`src/rtl/octree_sram_xbar_pkg.sv`:
```
// octree_pkg: shared sizes, client ids and read-return tag type for the Octree SRAM crossbar.
package octree_pkg;
    localparam int SRAM_DEPTH = 1024;
    localparam int DATA_WIDTH = 64;
    localparam int ROW_WIDTH  = $clog2(SRAM_DEPTH);
    localparam int CW         = 8;

    typedef enum logic [1:0] {SRAM_NAN, SEARCHER, UPDATER} sram_sel_e;

    // One tag per bank: marks a read in flight and who gets its data next cycle
    typedef struct packed {
        logic          vld;
        logic          host;
        logic [CW-1:0] id;
    } rd_tag_t;
endpackage

```
`src/rtl/octree_sram_xbar_rr_arbiter.sv`:
```
// octree_rr_arbiter: round-robin pick of the first request at or after ptr_i, wrapping mod N.
module octree_rr_arbiter #(
    parameter int N = 3,
    localparam int PW = (N > 1) ? $clog2(N) : 1
) (
    input  logic [N-1:0]  req_i,
    input  logic [PW-1:0] ptr_i,
    output logic [N-1:0]  gnt_o,
    output logic [PW-1:0] idx_o,
    output logic          vld_o
);
    always_comb begin
        idx_o = '0;
        vld_o = 1'b0;
        for (int i = 0; i < N; i++) begin
            if (!vld_o && req_i[(int'(ptr_i) + i) % N]) begin
                vld_o = 1'b1;
                idx_o = PW'((int'(ptr_i) + i) % N);
            end
        end
        gnt_o = vld_o ? N'(1) << idx_o : '0;
    end
endmodule

```
`src/rtl/octree_sram_xbar.sv`:
```
// octree_sram_xbar: N-client x B-bank word-interleaved SRAM crossbar with host override,
// per-bank round-robin arbitration, tagged read return and a saturating stall counter.
module octree_sram_xbar #(
    parameter int NUM_CLIENTS = 3,
    parameter int NUM_BANKS   = 2,
    parameter int ADDR_WIDTH  = 11,
    parameter int DATA_WIDTH  = 64,
    parameter int ROW_WIDTH   = ADDR_WIDTH - $clog2(NUM_BANKS)
) (
    input  logic                                    clk,
    input  logic                                    rst_n,
    input  logic [NUM_CLIENTS-1:0]                  client_en,
    input  logic [NUM_CLIENTS-1:0]                  cli_req,
    input  logic [NUM_CLIENTS-1:0]                  cli_we,
    input  logic [NUM_CLIENTS-1:0][ADDR_WIDTH-1:0]  cli_addr,
    input  logic [NUM_CLIENTS-1:0][DATA_WIDTH-1:0]  cli_wdata,
    output logic [NUM_CLIENTS-1:0]                  cli_gnt,
    output logic [NUM_CLIENTS-1:0]                  cli_rvalid,
    output logic [NUM_CLIENTS-1:0][DATA_WIDTH-1:0]  cli_rdata,
    input  logic                                    host_en,
    input  logic                                    host_req,
    input  logic                                    host_we,
    input  logic [ADDR_WIDTH-1:0]                   host_addr,
    input  logic [DATA_WIDTH-1:0]                   host_wdata,
    output logic [DATA_WIDTH-1:0]                   host_rdata,
    output logic [NUM_BANKS-1:0]                    sram_req,
    output logic [NUM_BANKS-1:0]                    sram_we,
    output logic [NUM_BANKS-1:0][ROW_WIDTH-1:0]     sram_addr,
    output logic [NUM_BANKS-1:0][DATA_WIDTH-1:0]    sram_wdata,
    input  logic [NUM_BANKS-1:0][DATA_WIDTH-1:0]    sram_rdata,
    input  logic                                    stat_clr,
    output logic [15:0]                             stall_cnt
);
    import octree_pkg::*;

    localparam int LB = $clog2(NUM_BANKS);
    localparam int BW = (NUM_BANKS > 1) ? LB : 1;
    localparam int IW = (NUM_CLIENTS > 1) ? $clog2(NUM_CLIENTS) : 1;

    function automatic logic [BW-1:0] bank_of(input logic [ADDR_WIDTH-1:0] a);
        return BW'(a & ADDR_WIDTH'(NUM_BANKS - 1));
    endfunction

    function automatic logic [ROW_WIDTH-1:0] row_of(input logic [ADDR_WIDTH-1:0] a);
        return ROW_WIDTH'(a >> LB);
    endfunction

    logic [NUM_BANKS-1:0][NUM_CLIENTS-1:0] cand, bank_gnt;
    logic [NUM_BANKS-1:0][IW-1:0]          win, rr_ptr_q, rr_ptr_d;
    logic [NUM_BANKS-1:0]                  bank_vld;
    rd_tag_t [NUM_BANKS-1:0]               tag_q, tag_d;
    logic [15:0]                           stall_q, stall_d;
    logic                                  stall_any;
    logic [BW-1:0]                         host_bank;

    assign host_bank = bank_of(host_addr);
    assign stall_cnt = stall_q;

    always_comb begin
        cand = '0;
        for (int b = 0; b < NUM_BANKS; b++)
            for (int c = 0; c < NUM_CLIENTS; c++)
                cand[b][c] = !host_en && client_en[c] && cli_req[c] && (bank_of(cli_addr[c]) == BW'(b));
    end

    for (genvar b = 0; b < NUM_BANKS; b++) begin : g_bank
        octree_rr_arbiter #(.N(NUM_CLIENTS)) u_arb (
            .req_i (cand[b]),
            .ptr_i (rr_ptr_q[b]),
            .gnt_o (bank_gnt[b]),
            .idx_o (win[b]),
            .vld_o (bank_vld[b])
        );
    end

    always_comb begin
        cli_gnt    = '0;
        sram_req   = '0;
        sram_we    = '0;
        sram_addr  = '0;
        sram_wdata = '0;
        tag_d      = '0;
        rr_ptr_d   = rr_ptr_q;
        for (int b = 0; b < NUM_BANKS; b++) begin
            cli_gnt       = cli_gnt | bank_gnt[b];
            sram_req[b]   = host_en ? (host_req && host_bank == BW'(b)) : bank_vld[b];
            sram_we[b]    = sram_req[b] && (host_en ? host_we : cli_we[win[b]]);
            sram_addr[b]  = row_of(host_en ? host_addr : cli_addr[win[b]]);
            sram_wdata[b] = host_en ? host_wdata : cli_wdata[win[b]];
            tag_d[b]      = '{vld: sram_req[b] && !sram_we[b], host: host_en, id: CW'(win[b])};
            rr_ptr_d[b]   = (!host_en && bank_vld[b]) ? IW'((int'(win[b]) + 1) % NUM_CLIENTS) : rr_ptr_q[b];
        end
    end

    // Tags captured at grant time steer data regardless of what host_en does next cycle
    always_comb begin
        cli_rvalid = '0;
        cli_rdata  = '0;
        host_rdata = '0;
        for (int b = 0; b < NUM_BANKS; b++) begin
            if (tag_q[b].vld && tag_q[b].host)
                host_rdata = host_rdata | sram_rdata[b];
            for (int c = 0; c < NUM_CLIENTS; c++) begin
                if (tag_q[b].vld && !tag_q[b].host && tag_q[b].id == CW'(c)) begin
                    cli_rvalid[c] = 1'b1;
                    cli_rdata[c]  = cli_rdata[c] | sram_rdata[b];
                end
            end
        end
    end

    always_comb begin
        stall_any = !host_en && |(client_en & cli_req & ~cli_gnt);
        stall_d   = stat_clr ? '0 : (stall_any && stall_q != 16'hFFFF) ? stall_q + 16'd1 : stall_q;
    end

    always_ff @(posedge clk or negedge rst_n) begin
        if (!rst_n) begin
            rr_ptr_q <= '0;
            tag_q    <= '0;
            stall_q  <= '0;
        end else begin
            rr_ptr_q <= rr_ptr_d;
            tag_q    <= tag_d;
            stall_q  <= stall_d;
        end
    end
endmodule

```
`config.mk`:
```
export PLATFORM = sky130hd
export DESIGN_NAME = octree_sram_xbar
export DESIGN_NICKNAME = d
export VERILOG_FILES = /design/src/rtl/octree_sram_xbar_pkg.sv /design/src/rtl/octree_sram_xbar_rr_arbiter.sv /design/src/rtl/octree_sram_xbar.sv
export SDC_FILE = /design/constraint.sdc
export NUM_CORES = 1
export LEC_CHECK = 0
export ABC_AREA = 1
export BUFFER_PORTS_ARGS = -buffer_cell sky130_fd_sc_hd__buf_4
export CORE_AREA = 8 8 331 333
export CTS_CLUSTER_SIZE = 40
export DETAILED_ROUTE_END_ITERATION = 16
export DIE_AREA = 0 0 339 341
export PLACE_DENSITY_LB_ADDON = 0.12
export SYNTH_ARGS = -nofsm -noshare
export SYNTH_HDL_FRONTEND = slang
export SYNTH_SLANG_ARGS = --single-unit
```
`constraint.sdc`:
```
create_clock -name clk -period 3.2 [get_ports clk]
set_clock_uncertainty 0.15 [all_clocks]
set_input_delay 0.32 -clock clk [delete_from_list [all_inputs] [get_ports clk]]
set_output_delay 0.32 -clock clk [all_outputs]
set_load 0.02 [all_outputs]
```
==> flow_summary.toml, run 1 <==
[outcome]
status = "finished with violations"
violations = "setup timing"

[place]
io_buffers = 872
dpl_cell_area_um2 = 17900
pre_cts_ws_ns = -0.109
place_inst = 4007
post-dp-hpwl_um = 70000
gp_congestion = 0.825

[routing]
drt_wl_total_um = 90300
route.detailed.drc = 0
drtIter0Drc = 619
first_pass_iters = 5
avgViaCountPerCell = 3.98
vias = 16217
wire_per_inst_um = 22.2
ant_nets = 0

[global_route]
grt_usage_pct = 14.0
antenna_found_initial = 14
first_global_vias = 16674
grt_max_degree = 172
grt_first_pass_wirelength_um = 123000
grt_overflow = 0

[sta]
drv_slew = 0
worstMarginPinSlew_ns = 1.13
slew_headroom_pct = 24.4
period_needed_ns = 3.26
fmax_mhz = 307
fin_crit_sh_pct = 102
worst_slack_ns = -0.0606
setup_violations = 22
hold_viol = 0
rsz0062_at_grt = "yes"
whs_ns = 0.315

[setup_path]
endpoint_kind = "primary output"
critPathMaxStageDelay_ns = 0.42
cp_slowest_cell = "dfrtp_1"
crit_arrival_ns = 2.79
worstPathCellList = "inv_2 -> ha_4 -> inv_2 -> buf_4 -> nand2_1 -> nand3_1 -> nand2_1 -> nand4_1 -> nand2_8 -> clkinvlp_4 -> buf_12 -> buf_12 -> buf_8 -> a21oi_2 -> o21ai_1 -> buf_4"
worstSetupStartpointType = "flop"
critPathMaxFanout = 7
crit_type = "reg2out"
required_ns = 2.73

[final_layout]
drive_above_1_share_pct = 44.9
layout_common_cells = "buf_4, nand2_1, inv_1"
seqCellArea_um2 = 676
multi_input_area_um2 = 7210
layoutNonFillerInstCount = 4073
layout.nets = 3130
syn_to_final_growth_pct = 119
design_area_um2 = 20100
final_common_cell = "buf_4"
fill_cells = 12182

[clocking]
numClockSinks = 27
cts_max_level = 1
cts_root_buf = "clkbuf_16"
cts_tree = "done"
cts.clk_slew.worst_paths_ns = 0.07
cts_buffers = 3
worstSkewPairLatency_ns = 0.28
clk_path_buf_depth = 2

[logic_synthesis]
synth_cells = 1794
yosysTopAreaCell = "o22ai_1"
syn_area_um2 = 9190
yosys_warnings = 0
ys_seq_area_share_pct = 7.35
synth_area_leaders = "o22ai_1, nand2_1, inv_1"
synth_cell_types = 34
syn_nets = 2243
synth_seq_cells = 27
syn_avg_cell_area_um2 = 5.12
synth_top_area_share_pct = 19.2

[power]
p_leak_nw = 10.4
power_density_nw_per_um2 = 842
ir_drop_mv = 0.398

[die]
die-height_um = 341
dieWidth_um = 339
fp.coreArea_um2 = 104000
dieArea_um2 = 116000
pin_count = 873
rows = 119
start_util_pct = 8.80

[worst_hold_path]
hold_class = "in2reg"

[run]
cap_violations = 0
critical path: cells and delay by family, from the launching register on:
kind / cells / cell delay, ns
buffers and inverters: 8 / 1.03
AND/OR/NAND/NOR: 5 / 0.67
flip-flops: 1 / 0.42
AO/OA/AOI/OAI: 2 / 0.19
adder cells (fa/ha/maj): 1 / 0.17
final timing paths:
path / cells after the start / from / to / slack [ns]
min in group asynchronous: 2 / rst_n / stall_cnt[14] / 0.35
max: 16 / rr_ptr_q[0] / sram_wdata[16] / -0.06
min reg2reg: 2 / stall_cnt[14] / stall_cnt[14] / 0.41
max in group asynchronous: 2 / rst_n / rr_ptr_q[2] / 2.22
min: 4 / host_we / tag_q[19] / 0.32
max reg2reg: 20 / rr_ptr_q[0] / stall_cnt[4] / 0.20
synthesized netlist by cell type (all sizes together):
library cell  number
nand2            432
inv              354
o22ai            282
o21ai            248
nand3             98
clkbuf            77
buf               71
o211ai            60
nor2              54
a21oi             37
nand4             28
dfrtp             27
xor2               8
ha                 6
xnor2              4
nor3               3
a31oi              2
clkinv             1
o221ai             1
o32a               1
power breakdown:
part	total [mW]	switching [mW]	internal [mW]
clock network	0.316	0.145	0.171
registers	0.466	0.0615	0.404
logic	16.2	9.13	7.02
flip-flops by register name, indices dropped and copies added, names as in the netlist:
register,cells
rr_ptr_q,4
tag_q,7
stall_cnt,16
area by class of cell:
cell class | instances | share of cell area, %
repair buffers | 1028 | 45.0
multi-input cells | 1266 | 35.8
well taps | 1391 | 8.65
inverters | 355 | 6.75
flip-flops and latches | 27 | 3.36
clock buffers | 3 | 0.373
clock inverters | 1 | 0.0373
diodes | 2 | 0.0249
through the flow:
stage                     setup TNS, ns  power [mW]  util (%)
final                            -0.508        16.9      19.3
after global routing             -21.33        18.3      19.3
after CTS                         -1.39        15.3      18.0
after detailed placement         -0.109        13.3      17.2
after global placement           -0.107        13.5      17.2
after floorplan                       0        7.28         -
timing repair:
action,CTS,global route
resized for setup,69,261
gates cloned,12,16
setup endpoints to repair,135,168
pin swaps,16,76
endpoints found under the hold margin,27,0
buffers inserted,12,19
hold buffers,1,0
layer usage:
metal / share of wire, % / up-vias / wire [µm] / GRT usage [%]
li1: - / 7873 / - / -
met1: 39 / 7617 / 35400 / 15.7
met2: 52 / 641 / 46800 / 26.6
met3: 7.7 / 66 / 6970 / 4.24
met4: 1.2 / 20 / 1070 / 1.41
met5: 0.14 / - / 126 / 0
cell families after synthesis:
| group | after synthesis | synth area share, % |
|---|---|---|
| buf+inv | 503 | 21.8 |
| compound gates | 631 | 40.0 |
| xor+xnor | 12 | 1.14 |
| simple gates | 615 | 28.9 |
| flops | 27 | 7.35 |
| fa+ha+maj | 6 | 0.817 |
Power figures use the tool's default switching activity.
==> run 2: changes to the inputs <==
--- a/config.mk
+++ b/config.mk
@@ -5,12 +5,11 @@
 export SDC_FILE = /design/constraint.sdc
 export NUM_CORES = 1
 export LEC_CHECK = 0
-export ABC_AREA = 1
 export BUFFER_PORTS_ARGS = -buffer_cell sky130_fd_sc_hd__buf_4
-export CORE_AREA = 8 8 331 333
+export CORE_AREA = 8 8 338 340
 export CTS_CLUSTER_SIZE = 40
 export DETAILED_ROUTE_END_ITERATION = 16
-export DIE_AREA = 0 0 339 341
+export DIE_AREA = 0 0 346 348
 export PLACE_DENSITY_LB_ADDON = 0.12
 export SYNTH_ARGS = -nofsm -noshare
 export SYNTH_HDL_FRONTEND = slang
==> flow_summary.toml, run 2 <==
[logic_synthesis]
ys_async_sr_fraction_pct = 100
synth_edf_count = 0
syn_area_um2 = 8560
synth_cells = 1208
synth_area_leaders = "a22o_1, a222oi_1, mux2i_1"
synth_seq_cells = 27
yosysTopAreaCell = "a22o_1"
ys_seq_area_share_pct = 7.89
syn_nets = 1657
synthFlopType = "dfrtp_1"
synth_top_area_share_pct = 26.3
yosys_warnings = 0
synth_cell_types = 57
syn_avg_cell_area_um2 = 7.09
synth_most_common_cell = "a22o_1"
netlist_top_cells_count = "a22o_1, nand2_1, clkbuf_1"

[worst_hold_path]
hp-start = "host_en"
min_to = "tag_q[8]"
hold_depth = 1
hold_class = "in2reg"

[place]
post-dp-hpwl_um = 74700
gp_congestion = 0.834
io_buffers = 872
dpl_cell_area_um2 = 17200

[routing]
drt_wl_total_um = 96500
avgViaCountPerCell = 4.16
route.detailed.drc = 0
first_pass_iters = 10
drtIter0Drc = 1113
vias = 14527
wire_per_inst_um = 27.7
ant_nets = 0

[setup_path]
crit_type = "reg2out"
r2r_slack_ns = 0.02
r2r-start = "rr_ptr_q[3]"
crit_family = "compound AO/OA/AOI/OAI gates"
worstSetupStartpointType = "flop"
required_ns = 2.73
critPathMaxFanout = 6
reg2reg_depth = 12
worst_path_most_repeated_cell = "nand2_2"
worstPathBufferInverterCount = 3
worstPathCellList = "ha_4 -> nand2_2 -> a21bo_2 -> or4b_4 -> inv_12 -> buf_12 -> nand2_2 -> a311oi_2 -> a21o_1 -> buf_6"
crit_arrival_ns = 2.84
cp_slowest_cell = "or4b_4"
r2r_end = "stall_cnt[6]"
critPathMaxStageDelay_ns = 0.54
endpoint_kind = "primary output"

[sta]
hold_viol = 0
worst_slack_ns = -0.115
drv_slew = 0
rsz0062_at_grt = "yes"
worstMarginPinSlew_ns = 0.924
setup_violations = 50
setup_tns_ns = -1.68
slew_headroom_pct = 38.4
fin_crit_sh_pct = 104
period_needed_ns = 3.31
fmax_mhz = 302

[global_route]
grt_usage_pct = 14.4
grt_max_degree = 100
first_global_vias = 14780
antenna_found_initial = 34
grt_first_pass_wirelength_um = 127000
grt_overflow = 0

[die]
fp.coreArea_um2 = 109000
die-height_um = 348
rows = 122
pin_count = 873
dieArea_um2 = 120000
start_util_pct = 7.83
dieWidth_um = 346

[final_layout]
seqCellArea_um2 = 676
layout.nets = 2504
design_area_um2 = 19100
largest_register_ffs = 16
layout_common_cells = "buf_4, a22o_1, nand2_1"
fill_cells = 12454
final_common_cell = "buf_4"
multi_input_area_um2 = 7750
drive_above_1_share_pct = 57.0
syn_to_final_growth_pct = 123
final_util_pct = 17.5

[clocking]
cts_buffers = 3
cts_root_buf = "clkbuf_16"
clk_path_buf_depth = 2
cts.clk_slew.worst_paths_ns = 0.07
cts_tree = "done"
numClockSinks = 27
worstSkewPairLatency_ns = 0.27
cts_max_level = 1

[run]
cap_violations = 0

[power]
ir_drop_mv = 0.227
power_density_nw_per_um2 = 276
p_leak_nw = 9.58

[outcome]
violations = "setup timing"
status = "finished with violations"
[run 2: logic make-up after synthesis]
group	Yosys count	synth area share, %
AOI/OAI and AO/OA	528	53.3
and+or+nand+nor	324	16.5
buffers and inverters	233	10.6
muxes	89	10.6
DFF	27	7.89
adders and majority gates	7	0.994
[run 2: stage by stage]
step                      total power [mW]  setup slack [ns]  hold WS, ns  std cells
final                                 5.27            -0.115       0.0707       3489
after floorplan                       2.22            0.0204       -0.126       1208
after CTS                             5.12            -0.104       0.0719       3469
after global routing                  5.59            -0.174       0.0666       3480
after detailed placement              4.41            -0.115        0.139       3432
after global placement                4.40            -0.199        0.138       3432
[run 2: worst register-to-register path: stages (launching register included)]
cell	delay (ns)
dfrtp_1	0.43
ha_4	0.28
nand2_2	0.07
a21bo_2	0.11
or4b_4	0.54
inv_12	0.13
buf_12	0.17
buf_4	0.13
nor2_1	0.05
a221o_1	0.33
buf_12	0.17
a211oi_2	0.19
mux2_1	0.33
[run 2: layer usage]
layer	up-vias	routed length (µm)	global-route usage (%)
li1	6455	-	-
met1	7166	36700	16.1
met2	782	49400	26.9
met3	104	8660	4.77
met4	20	1720	2.01
met5	-	133	0
[run 2: cell type report]
cell class              count  share of cell area, %
diodes                      9                  0.118
well taps                1426                   9.34
clock inverters             1                 0.0458
multi-input cells         948                   40.6
inverters                  84                   1.72
clock buffers               3                  0.393
repair buffers            991                   44.3
flip-flops and latches     27                   3.54
[run 2: power breakdown]
group	switching, mW	internal [mW]
clock network	0.139	0.174
logic	2.51	2.04
registers	0.0360	0.377
[run 2: worst max path at each step]
| stage | start | to | slack [ns] | cells past startpoint |
|---|---|---|---|---|
| after floorplan | rr_ptr_q[0] | stall_cnt[10] | 0.02 | 12 |
| after global placement | rr_ptr_q[2] | sram_addr[15] | -0.20 | 12 |
| after detailed placement | rr_ptr_q[2] | sram_addr[15] | -0.11 | 12 |
| after CTS | rr_ptr_q[2] | sram_wdata[121] | -0.10 | 12 |
| after global routing | rr_ptr_q[2] | sram_wdata[111] | -0.17 | 12 |
| final | rr_ptr_q[3] | sram_wdata[124] | -0.11 | 10 |
[run 2: timing repair]
action,4_1_cts,5_1_grt
pin swaps,37,70
hold buffers,1,0
gates cloned,6,7
gates resized for setup,152,123
endpoints found under the setup margin,119,155
setup buffers,28,6
endpoints found under the hold margin,27,0
